===== config.mk =====
export PLATFORM = sky130hd
export DESIGN_NAME = alu_seq_param
export DESIGN_NICKNAME = d
export VERILOG_FILES = /design/src/rtl/alu_seq_param.sv
export SDC_FILE = /design/constraint.sdc
export NUM_CORES = 1
export LEC_CHECK = 0
export ABC_AREA = 0
export BUFFER_PORTS_ARGS = -buffer_cell sky130_fd_sc_hd__clkbuf_2
export CAP_MARGIN = 10
export CELL_PAD_IN_SITES_DETAIL_PLACEMENT = 0
export CELL_PAD_IN_SITES_GLOBAL_PLACEMENT = 1
export CORE_MARGIN = 5
export CORE_UTILIZATION = 32
export DETAILED_ROUTE_END_ITERATION = 10
export GPL_ROUTABILITY_DRIVEN = 0
export PLACE_DENSITY = 0.63
export REMOVE_ABC_BUFFERS = 1
export SYNTH_ARGS = -nofsm -noshare
export SYNTH_HDL_FRONTEND = slang
export SYNTH_SLANG_ARGS = --single-unit

===== constraint.sdc =====
create_clock -name CLK -period 3.5 [get_ports CLK]
set_clock_uncertainty 0.2 [all_clocks]
set_input_delay 0.35 -clock CLK [delete_from_list [all_inputs] [get_ports CLK]]
set_output_delay 0.35 -clock CLK [all_outputs]
set_load 0.05 [all_outputs]

===== src/rtl/alu_seq_param.sv =====
// Parametrised handshaked ALU: single-cycle arithmetic/logic ops plus a
// multi-cycle restoring divider that back-pressures upstream while running.
`timescale 1ns/1ps
module alu_seq_param #(
    parameter int WIDTH = 8,
    parameter int CNT_W = $clog2(WIDTH + 1)
) (
    input  logic                 CLK,
    input  logic                 RST,
    input  logic [WIDTH-1:0]     A,
    input  logic [WIDTH-1:0]     B,
    input  logic [3:0]           ALU_FUN,
    input  logic                 IN_VALID,
    output logic                 IN_READY,
    output logic [2*WIDTH-1:0]   ALU_OUT,
    output logic                 OUT_VALID,
    output logic                 DIV_ERR,
    output logic                 BUSY
);

    typedef enum logic [0:0] {
        IDLE = 1'b0,
        DIV  = 1'b1
    } state_t;

    state_t               r_state;
    logic [WIDTH-1:0]     r_rem;
    logic [WIDTH-1:0]     r_quo;
    logic [WIDTH-1:0]     r_dvs;
    logic [CNT_W-1:0]     r_cnt;
    logic [2*WIDTH-1:0]   r_alu_out;
    logic                 r_out_valid;
    logic                 r_div_err;

    logic [2*WIDTH-1:0]   w_a_ext;
    logic [2*WIDTH-1:0]   w_b_ext;
    logic [2*WIDTH-1:0]   w_result;
    logic                 w_op_valid;
    logic                 w_div_err;
    logic [WIDTH:0]       w_trial;
    logic                 w_ge;
    logic [WIDTH-1:0]     w_rem_nxt;
    logic [WIDTH-1:0]     w_quo_nxt;

    assign w_a_ext   = {{WIDTH{1'b0}}, A};
    assign w_b_ext   = {{WIDTH{1'b0}}, B};
    assign IN_READY  = (r_state == IDLE);
    assign BUSY      = (r_state == DIV);
    assign ALU_OUT   = r_alu_out;
    assign OUT_VALID = r_out_valid;
    assign DIV_ERR   = r_div_err;

    // One restoring-division step: shift in the next dividend bit, subtract if it fits.
    always_comb begin
        w_trial = {r_rem, r_quo[WIDTH-1]} - {1'b0, r_dvs};
        w_ge    = ~w_trial[WIDTH];
        if (w_ge) begin
            w_rem_nxt = w_trial[WIDTH-1:0];
        end else begin
            w_rem_nxt = {r_rem[WIDTH-2:0], r_quo[WIDTH-1]};
        end
        w_quo_nxt = {r_quo[WIDTH-2:0], w_ge};
    end

    // Single-cycle result decode; the 0011 arm is only reached when B is zero.
    always_comb begin
        w_result   = {(2*WIDTH){1'b0}};
        w_op_valid = 1'b1;
        w_div_err  = 1'b0;
        case (ALU_FUN)
            4'b0000: w_result = w_a_ext + w_b_ext;
            4'b0001: w_result = w_a_ext - w_b_ext;
            4'b0010: w_result = w_a_ext * w_b_ext;
            4'b0011: w_div_err = 1'b1;
            4'b0100: w_result = {{WIDTH{1'b0}}, A & B};
            4'b0101: w_result = {{WIDTH{1'b0}}, A | B};
            4'b0110: w_result = {{WIDTH{1'b0}}, ~(A & B)};
            4'b0111: w_result = {{WIDTH{1'b0}}, ~(A | B)};
            4'b1000: w_result = {{WIDTH{1'b0}}, A ^ B};
            4'b1001: w_result = {{WIDTH{1'b0}}, ~(A ^ B)};
            4'b1010: w_result = (A == B) ? (2*WIDTH)'(1) : {(2*WIDTH){1'b0}};
            4'b1011: w_result = (A > B)  ? (2*WIDTH)'(2) : {(2*WIDTH){1'b0}};
            4'b1100: w_result = (A < B)  ? (2*WIDTH)'(3) : {(2*WIDTH){1'b0}};
            4'b1101: w_result = w_a_ext >> 1;
            4'b1110: w_result = w_a_ext << 1;
            4'b1111: w_op_valid = 1'b0;
            default: w_op_valid = 1'b0;
        endcase
    end

    // Control FSM, divider datapath and registered outputs.
    always_ff @(posedge CLK or negedge RST) begin
        if (!RST) begin
            r_state     <= IDLE;
            r_rem       <= {WIDTH{1'b0}};
            r_quo       <= {WIDTH{1'b0}};
            r_dvs       <= {WIDTH{1'b0}};
            r_cnt       <= {CNT_W{1'b0}};
            r_alu_out   <= {(2*WIDTH){1'b0}};
            r_out_valid <= 1'b0;
            r_div_err   <= 1'b0;
        end else begin
            r_out_valid <= 1'b0;
            case (r_state)
                IDLE: begin
                    if (IN_VALID) begin
                        if ((ALU_FUN == 4'b0011) && (B != {WIDTH{1'b0}})) begin
                            r_state <= DIV;
                            r_rem   <= {WIDTH{1'b0}};
                            r_quo   <= A;
                            r_dvs   <= B;
                            r_cnt   <= {CNT_W{1'b0}};
                        end else if (w_op_valid) begin
                            r_alu_out   <= w_result;
                            r_div_err   <= w_div_err;
                            r_out_valid <= 1'b1;
                        end else begin
                            r_state <= IDLE;
                        end
                    end else begin
                        r_state <= IDLE;
                    end
                end
                DIV: begin
                    r_rem <= w_rem_nxt;
                    r_quo <= w_quo_nxt;
                    if (r_cnt == CNT_W'(WIDTH - 1)) begin
                        r_state     <= IDLE;
                        r_cnt       <= {CNT_W{1'b0}};
                        r_alu_out   <= {w_rem_nxt, w_quo_nxt};
                        r_div_err   <= 1'b0;
                        r_out_valid <= 1'b1;
                    end else begin
                        r_cnt <= r_cnt + CNT_W'(1);
                    end
                end
                default: r_state <= IDLE;
            endcase
        end
    end

endmodule

After elaboration in Yosys (flattened, before gate mapping)
Cells that the tools add are included.
{ "totals": {"regBits": 47, "inputBits": 23, "output_inout_bits": 20, "word_cells": 86} }
{ "op_classes": {"n_addsub": 4, "multipliers": 1, "magnitude_cmp": 2, "eq_ne": 22, "n_mux": 35, "bitwise": 8, "n_reduce_logical": 6} }
{ "op_table": {"columns": ["op", "count"], "rows": [
  ["one-hot mux 16 bit (14 select lines)", 1],
  ["2-to-1 mux 16 bit", 4],
  ["2-to-1 mux 8 bit", 5],
  ["equality test 4 bit, second input constant", 8],
  ["one-hot mux 16 bit (2 select lines)", 1],
  ["one-hot mux 8 bit (2 select lines)", 2],
  ["inverter 8 bit", 3],
  ["equality test 4 x 3 -> 1 bit, second input constant", 5],
  ["multiplier 8 x 8 -> 16 bit", 1],
  ["2-to-1 mux 1 bit", 13],
  ["2-to-1 mux 4 bit", 3],
  ["adder 8 x 8 -> 9 bit", 1],
  ["subtractor 8 x 8 -> 9 bit", 1],
  ["subtractor 9 x 8 -> 9 bit", 1],
  ["bitwise AND 8 bit", 1],
  ["equality test 4 x 2 -> 1 bit, second input constant", 2],
  ["equality test 8 bit", 1],
  ["greater-than comparator 8 bit", 1],
  ["< comparator 8 bit", 1],
  ["bitwise OR 8 bit", 1],
  ["one-hot mux 4 bit (2 select lines)", 1],
  ["nonzero test 8 bit", 1],
  ["XOR 8 bit", 1],
  ["inequality test 2 bit, second input constant", 3],
  ["other kinds (11)", 16]
]} }

Logic depth before layout (Yosys ltp)
Gate-level depths: netlist of the first run.
{ "depth": {"ltp_word": 7, "depth_mapped": 18, "depth_no_buf": 18} }

Worst setup path before layout of the first run
Ideal clock, no wire load.
{ "synth_path": {"kind": "input to register", "startpoint": "in A[6]", "endpoint": "reg r_alu_out[11] (netlist: ALU_OUT[11])", "setup_time_ns": 0.126, "arrival_time_ns": 4.211, "required_ns": 3.174, "setup_slack_ns": -1.037, "path_stages": 15, "path_buffers": 0, "cell_sequence": "clkinv_1 nor2_1 fa_1 fa_1 fa_1 inv_1 fa_1 inv_1 ha_1 nor2b_1 a311o_1 a21oi_1 or3_1 a21oi_1 o32a_1"} }
{ "synth_between": {"elab_chain_len": 6, "word_cells_on_any_way": 7, "cone_classes": "add/sub: 1; mul: 1; mux: 5"} }
{ "synth_rtl": {"columns": ["element", "line_no", "rtl"], "rows": [
  ["start: declaration", "10", "input logic [WIDTH-1:0] A,"],
  ["multiplier 8 x 8 -> 16 bit or subtractor 8 x 8 -> 9 bit (tied branches)", "73, 72", null],
  ["one-hot mux 16 bit (14 select lines) *", "70", "case (ALU_FUN)"],
  ["2-to-1 mux 16 bit *", "113", "end else if (w_op_valid) begin"],
  ["2-to-1 mux 16 bit *", "107", "if ((ALU_FUN == 4'b0011) && (B != {WIDTH{1'b0}})) begin"],
  ["2-to-1 mux 16 bit *", "106", "if (IN_VALID) begin"],
  ["one-hot mux 16 bit (2 select lines) *", "104", "case (r_state)"],
  ["end signal: assignment", "99", "r_alu_out <= {(2*WIDTH){1'b0}};"],
  ["end signal: assignment", "114", "r_alu_out <= w_result;"],
  ["end signal: assignment", "130", "r_alu_out <= {w_rem_nxt, w_quo_nxt};"],
  ["end: declaration", "31", "logic [2*WIDTH-1:0] r_alu_out;"]
]} }
Every way passes the cells marked *; elsewhere a longest branch is shown, timed or not. The select of a mux whose other input is x is not followed.
A chain may end at the register's enable or synchronous reset.

Worst setup path in the final report of the first run
{ "layout_path": {"startpoint": "in B[5]", "endpoint": "reg r_alu_out[12] (netlist: ALU_OUT[12])"} }
{ "layout_between": {"elab_chain_len": 6, "word_cells_on_any_way": 11, "cone_classes": "add/sub: 1; mul: 1; eq/ne: 1; mux: 5; reduce/logical: 3"} }
{ "layout_rtl": {"columns": ["element", "line_no", "rtl"], "rows": [
  ["start: declaration", "11", "input logic [WIDTH-1:0] B,"],
  ["multiplier 8 x 8 -> 16 bit or subtractor 8 x 8 -> 9 bit (tied branches)", "73, 72", null],
  ["one-hot mux 16 bit (14 select lines)", "70", null],
  ["2-to-1 mux 16 bit", "113", null],
  ["2-to-1 mux 16 bit", "107", null],
  ["2-to-1 mux 16 bit", "106", null],
  ["one-hot mux 16 bit (2 select lines)", "104", null]
]} }
Several ways; a longest one is shown, not always the timed one. The select of a mux whose other input is x is not followed.

==> results of run 1 <==
==> per-stage QoR <==
stage / worst slack (ps) / instances / hold slack (ps) / setup TNS (ps)
3_5_place_dp: -1470 / 1118 / 274 / -15030
4_1_cts: -764 / 1136 / 227 / -6460
3_3_place_gp: -1410 / 1118 / 262 / -14270
6_report: -704 / 1137 / 227 / -6530
2_1_floorplan: -1050 / 732 / -146 / -8160
5_1_grt: -891 / 1137 / 268 / -8330
==> per-layer routing <==
layer / up-vias / track usage [%] / part of all wire, %
met3: 29 / 2.05 / 4.4
li1: 2932 / - / -
met2: 139 / 32.5 / 48
met1: 3000 / 27.2 / 46
met4: 0 / 5.22 / 1.9
met5: - / 0 / 0
==> repair_timing <==
item,in CTS,in global routing
buffers inserted,10,2
hold buffers,1,0
setup endpoints to repair,12,12
gates resized for setup,132,19
hold endpoints to repair,26,0
pin swaps,63,26
==> area by class of cell <==
class	count	area, µm²
multi-input combinational	596	4830
inverter	89	394
fill	1877	10500
tap	234	293
clock inverter	3	43.8
timing repair buffer	163	1320
sequential	47	1180
clock buffer	5	125
==> power by group <==
part / switching (µW) / internal (µW)
registers: 150 / 785
clock network: 209 / 337
logic: 2290 / 1760
==> cells in the mapped netlist (all sizes together) (7+ instances only) <==
cell | number | area (µm²)
a211oi | 9 | 72.6
a21oi | 52 | 260
a31oi | 11 | 68.8
buf | 13 | 60.1
clkbuf | 17 | 63.8
clkinv | 9 | 33.8
dfrtp | 47 | 1180
fa | 39 | 781
ha | 69 | 863
inv | 80 | 303
nand2 | 77 | 289
nand2b | 7 | 43.8
nand3 | 10 | 50.1
nor2 | 106 | 398
nor3 | 17 | 85.1
nor4 | 7 | 56.3
o211ai | 9 | 67.6
o21ai | 50 | 254
o31ai | 9 | 67.6
xnor2 | 16 | 140
xor2 | 10 | 87.6
==> worst min-delay path: stages <==
cell and delay (ps):
clkbuf_2 110, nand2_1 80, nand2_1 70, o21ai_0 60
==> worst max-delay path by stage <==
stage	start	endpoint	slack [ps]	cells after the start
floorplan	A[4]	ALU_OUT[11]	-1050	14
global placement	A[1]	ALU_OUT[11]	-1410	19
detailed placement	A[1]	ALU_OUT[12]	-1470	16
CTS	B[5]	ALU_OUT[12]	-760	17
global route	B[2]	ALU_OUT[9]	-890	18
finish	B[5]	ALU_OUT[12]	-700	17
==> cells in the final DEF, fill, tap and decap left out, drive strengths merged, types with 9 or more instances in the layout <==
cell type / instances
clkinv: 10
nor2: 106
fa: 39
dfrtp: 47
xor2: 10
nand3: 10
o21ai: 50
a21oi: 52
inv: 81
a31oi: 11
o31ai: 9
clkbuf: 47
a211oi: 9
ha: 69
nor3: 17
buf: 120
xnor2: 16
nand2: 77
o211ai: 9
==> registers in the layout (all words and copies together) (netlist names) <==
register,count
r_quo,8
r_rem,8
r_cnt,4
DIV_ERR,1
OUT_VALID,1
r_dvs,8
ALU_OUT,16
BUSY,1
==> cell families (layout without fill, tap and decap cells) <==
kind of cell | count (synthesis) | in the layout
simple gates | 250 | 250
fa+ha+maj | 108 | 108
xor+xnor | 26 | 26
compound gates | 204 | 204
buf+inv | 119 | 260
flops | 47 | 47
mux | 8 | 8
==> reports/qor.yml, run 1 <==
power_and_ir_drop:
  power.density_mw_per_mm2: 676
  max-vdd-ir-drop_mv: 0.314
  p_leak_uw: 0.00385
  power_uw: 5530
worst_setup_path:
  critPathRequiredTime_ps: 3490
  r2r-end: "ALU_OUT[12]"
  cp_slowest_stage_delay_ps: 540
  endpoint_kind: "register"
  worstRegToRegCells: 12
  worstSetupPathType: "in -> reg"
  cp_data_arrival_time_ps: 4190
  cp_common_cell: "fa_1"
  cp_max_fo: 3
  cp_slowest_cell: "fa_1"
  reg2reg_from: "r_quo[7]"
  path_buf_inv: 5
  reg2reg_slack_ps: 310
  path_cells: "clkbuf_8, buf_6, inv_4, nor2_4, fa_1, fa_1, fa_1, inv_1, fa_1, inv_2, ha_4, or3_4, o221a_4, o31ai_4, xor2_2, o22ai_1, o22a_1"
  crit_family: "adder cells"
  start_kind: "input pin"
detailed_routing:
  drt-pass1-iter-count: 5
  drt_iter0_drc: 390
  detail-route-antenna-nets: 0
  wl_um: 21300
  via_per_inst: 5.36
  drc: 0
  wl_per_cell_um: 18.7
  vias: 6100
worst_hold_path:
  hp-class: "in -> reg"
  whs_path_depth: 4
  whs_endpoint: "r_cnt[1]"
  worstHoldStart: "IN_VALID"
cts:
  htree_num_levels: 2
  root_buffer: "clkbuf_16"
  clock-sinks: 47
  cts_buffer_depth: 2
  numCtsBuffers: 5
  clock_latency_ps: 290
  clk_pin_slew_worst_paths_ps: 70
  cts_tree: "built"
grt:
  grt_max_degree: 35
  antenna_found_initial: 0
  grt_pass1_vias: 6171
  overflow: 0
  grt_pass1_wl_um: 34500
  grt_usage_pct: 19.6
final_layout:
  fin_util_pct: 43.7
  nets: 1033
  diodes: 0
  syn2layout_area_growth_pct: 34.6
  drive_above_1_share_pct: 28.9
  stdcell_area_mm2: 0.00818
run_status:
  status: "finished with violations"
  violations: "setup timing"
yosys:
  synthMuxAreaShare_pct: 1.36
  async_flop_share_pct: 100
  synthAdderAreaFrac_pct: 27.1
  syn_inst: 762
  ys_types: 70
  ys_warn_count: 0
  seq_area_frac_synth_pct: 19.4
  syn_area_mm2: 0.00608
  synth-simple-area-share_pct: 18.1
  synth_xor_area_share_pct: 3.75
  synth_ff_type: "dfrtp_1"
  synth_seq_cells: 47
  syn_area_per_cell_um2: 7.98
  synth_top_family_by_area: "adder cells"
  synth-compound-area-share_pct: 22.8
  synth_edf_count: 0
timing:
  timing.final.crit_share_pct: 120
  setup_ws_ps: -704
  hold_violations: 0
  fin_crit_ps: 4200
  setup_viol_count_final: 11
  maxSlewViolCount: 0
  rsz0062_at_grt: "yes"
  relSlewSlack_pct: 43.1
  max_clock_freq_mhz: 238
  tightest_slew_ps: 854
die:
  dieArea_mm2: 0.0218
  initial_utilization_pct: 32.5
  die-height_um: 148
  core_mm2: 0.0187
  io_pins: 43
  core.rowCount: 50
  die_w_um: 148
place:
  place_area_mm2: 0.00728
  portBuffers: 42
  dp_hpwl_um: 17200
job:
  drv_cap: 0
(Power assumes the default switching activity.)
==> inputs of run 2 (changes only) <==
BUFFER_PORTS_ARGS = -buffer_cell sky130_fd_sc_hd__buf_2   (was -buffer_cell sky130_fd_sc_hd__clkbuf_2)
==> run 2 against run 1 <==
The run still ends with setup timing left. First-iteration DRC count grew 18%. Clock-buffer cell count grew 1. Global-route usage shrank 0.41 points. Clock power shrank 2%. Die area is the same.
==> reports/qor.yml, run 2 (same netlist as run 1, synthesis figures left out) <==
power_and_ir_drop:
  p_leak_uw: 0.00379  # -1.5%
  switching_share_pct: 48.4  # +0.45 points
  net-switching-power_uw: 2650  # -0.10%
  internal_power_uw: 2820  # -1.9%
  power_frac_clock_pct: 9.8  # about the same
  power.density_mw_per_mm2: 672  # -0.59%
  pwr-share-comb_pct: 72.7  # -0.5 points
  max-vdd-ir-drop_mv: 0.271  # -14%
  pwr-share-seq_pct: 17.5  # +0.6 points
grt:
  antenna_found_initial: 0  # unchanged
  grt_pass1_vias: 6146  # -0.41%
  overflow: 0  # unchanged
  grt_max_degree: 48  # +37%
  grt_pass1_wl_um: 33900  # -1.7%
  grt_usage_pct: 19.2  # -0.41 points
detailed_routing:
  drt-pass1-iter-count: 5  # unchanged
  wl_um: 21100  # -0.57%
  via_per_inst: 5.46  # +1.7%
  detail-route-antenna-nets: 0  # unchanged
  drt_iter0_drc: 461  # +18%
  drc: 0  # unchanged
  vias: 6168  # +1.1%
  wl_per_cell_um: 18.7  # about the same
timing:
  fin_crit_ps: 4200  # -5.36 ps
  hold_violations: 0  # unchanged
  max_clock_freq_mhz: 238  # +0.13%
  relSlewSlack_pct: 52.3  # +9.2 points
  setup_ws_ps: -698  # +5.36 ps
  maxSlewViolCount: 0  # unchanged
  timing.final.crit_share_pct: 120  # -0.15 points
  tightest_slew_ps: 710  # -144 ps
  setup_viol_count_final: 11  # unchanged
  finalSetupTns_ps: -6150  # +385 ps
  rsz0062_at_grt: "yes"
worst_setup_path:
  cp_max_fo: 4  # +1
  critPathRequiredTime_ps: 3470  # -20 ps
  cp_data_arrival_time_ps: 4170  # -20 ps
  endpoint_kind: "register"
  start_kind: "input pin"
  worstSetupPathType: "in -> reg"
  reg2reg_slack_ps: 250  # -60 ps
final_layout:
  instances_no_fill: 1130  # -0.62%
  fin_util_pct: 43.5  # -0.19 points
  fillers: 1870  # -0.37%
  regArea_mm2: 0.00118  # unchanged
  layout.cells.most_common: "buf_4"
  syn2layout_area_growth_pct: 34.0
  drive_above_1_share_pct: 29.6  # +0.67 points
  largest_register_ffs: 16  # unchanged
  diodes: 0  # unchanged
  multi_input_area_mm2: 0.00488  # +1.1%
  final_cell_mix: "99 x buf_4, 89 x nor2_1, 72 x nand2_1"
  nets: 1027  # -0.58%
run_status:
  status: "finished with violations"
  violations: "setup timing"
cts:
  cts_tree: "built"
  root_buffer: "clkbuf_16"
  numCtsBuffers: 5  # unchanged
  cts_buffer_depth: 2  # unchanged
  clock-sinks: 47  # unchanged
  clock_latency_ps: 290  # about the same
  htree_num_levels: 2  # unchanged
  clk_pin_slew_worst_paths_ps: 60  # about the same
place:
  dp_hpwl_um: 17000  # -1.2%
  portBuffers: 42  # unchanged
  dp.cells: 1114  # -0.36%
die:
  die-height_um: 148  # unchanged
  io_pins: 43  # unchanged
  initial_utilization_pct: 32.5  # unchanged
  dieArea_mm2: 0.0218  # unchanged
  die_w_um: 148  # unchanged
  core.rowCount: 50  # unchanged
  core_mm2: 0.0187  # unchanged
worst_hold_path:
  hp-class: "in -> async"
job:
  drv_cap: 0  # unchanged
==> run 2: layout make-up <==
| type | instances | area share [%] |
|---|---|---|
| inverters | 89 | 4.64 |
| well taps | 234 | 3.60 |
| flip-flops and latches | 47 | 14.4 |
| clock inverters | 1 | 0.369 |
| multi-input cells | 596 | 59.9 |
| clock buffers | 6 | 1.58 |
| repair buffers | 157 | 15.5 |
==> run 2: what timing repair did <==
action                     4_1_cts  5_1_grt
setup endpoints to repair       12       11
buffers inserted                 8        0
pin swaps                       63       26
gates resized for setup        133       35
hold endpoints to repair         0        7
hold buffers                     0        1
==> run 2: metrics by stage <==
step / setup slack (ps) / cell area (µm²) / hold WS, ps / power, µW
6_report: -698 / 8140 / 238 / 5470
5_1_grt: -863 / 8140 / 237 / 5920
4_1_cts: -730 / 7930 / 111 / 5320
3_5_place_dp: -1430 / 7260 / 270 / 4390
3_3_place_gp: -1380 / 7260 / 260 / 4350
2_1_floorplan: -1050 / 5950 / -146 / 3200
==> run 2: critical path: stages <==
cell and delay, ps:
buf_8 100, buf_6 120, inv_6 60, nor2_4 30, fa_1 560, fa_1 450, fa_1 510, inv_1 50
fa_1 490, inv_2 40, ha_4 220, nor2b_1 130, a311o_1 320, a21oi_2 230, or3_1 150, a21oi_1 70
o32a_1 280
==> run 2: power by group through the flow <==
stage                     Combinational, µW  Sequential [µW]  Clock, µW
final                                  3980              957        537
after global routing                   4360              987        571
after CTS                              3820              955        549
after detailed placement               3430              962          0
after global placement                 3390              956          0
after floorplan                        1910             1290          0
==> run 2: path summary, 6_finish.rpt <==
| kind | from | end | cells past startpoint |
|---|---|---|---|
| setup / recovery | B[7] | ALU_OUT[11] | 17 |
| hold / removal | RST | r_rem[1] | 2 |
| setup reg to reg | r_quo[7] | ALU_OUT[12] | 12 |
| hold reg to reg | ALU_OUT[1] | ALU_OUT[1] | 2 |
| max in group asynchronous | RST | r_quo[5] | 3 |
| min in group CLK | B[6] | r_dvs[6] | 4 |
==> run 2: metal layers <==
layer / up-vias / part of all wire, % / track usage [%]
met3: 28 / 4.8 / 1.35
li1: 2912 / - / -
met2: 178 / 49 / 32.6
met1: 3050 / 45 / 26.9
met4: 0 / 1.6 / 3.87
met5: - / 0 / 0
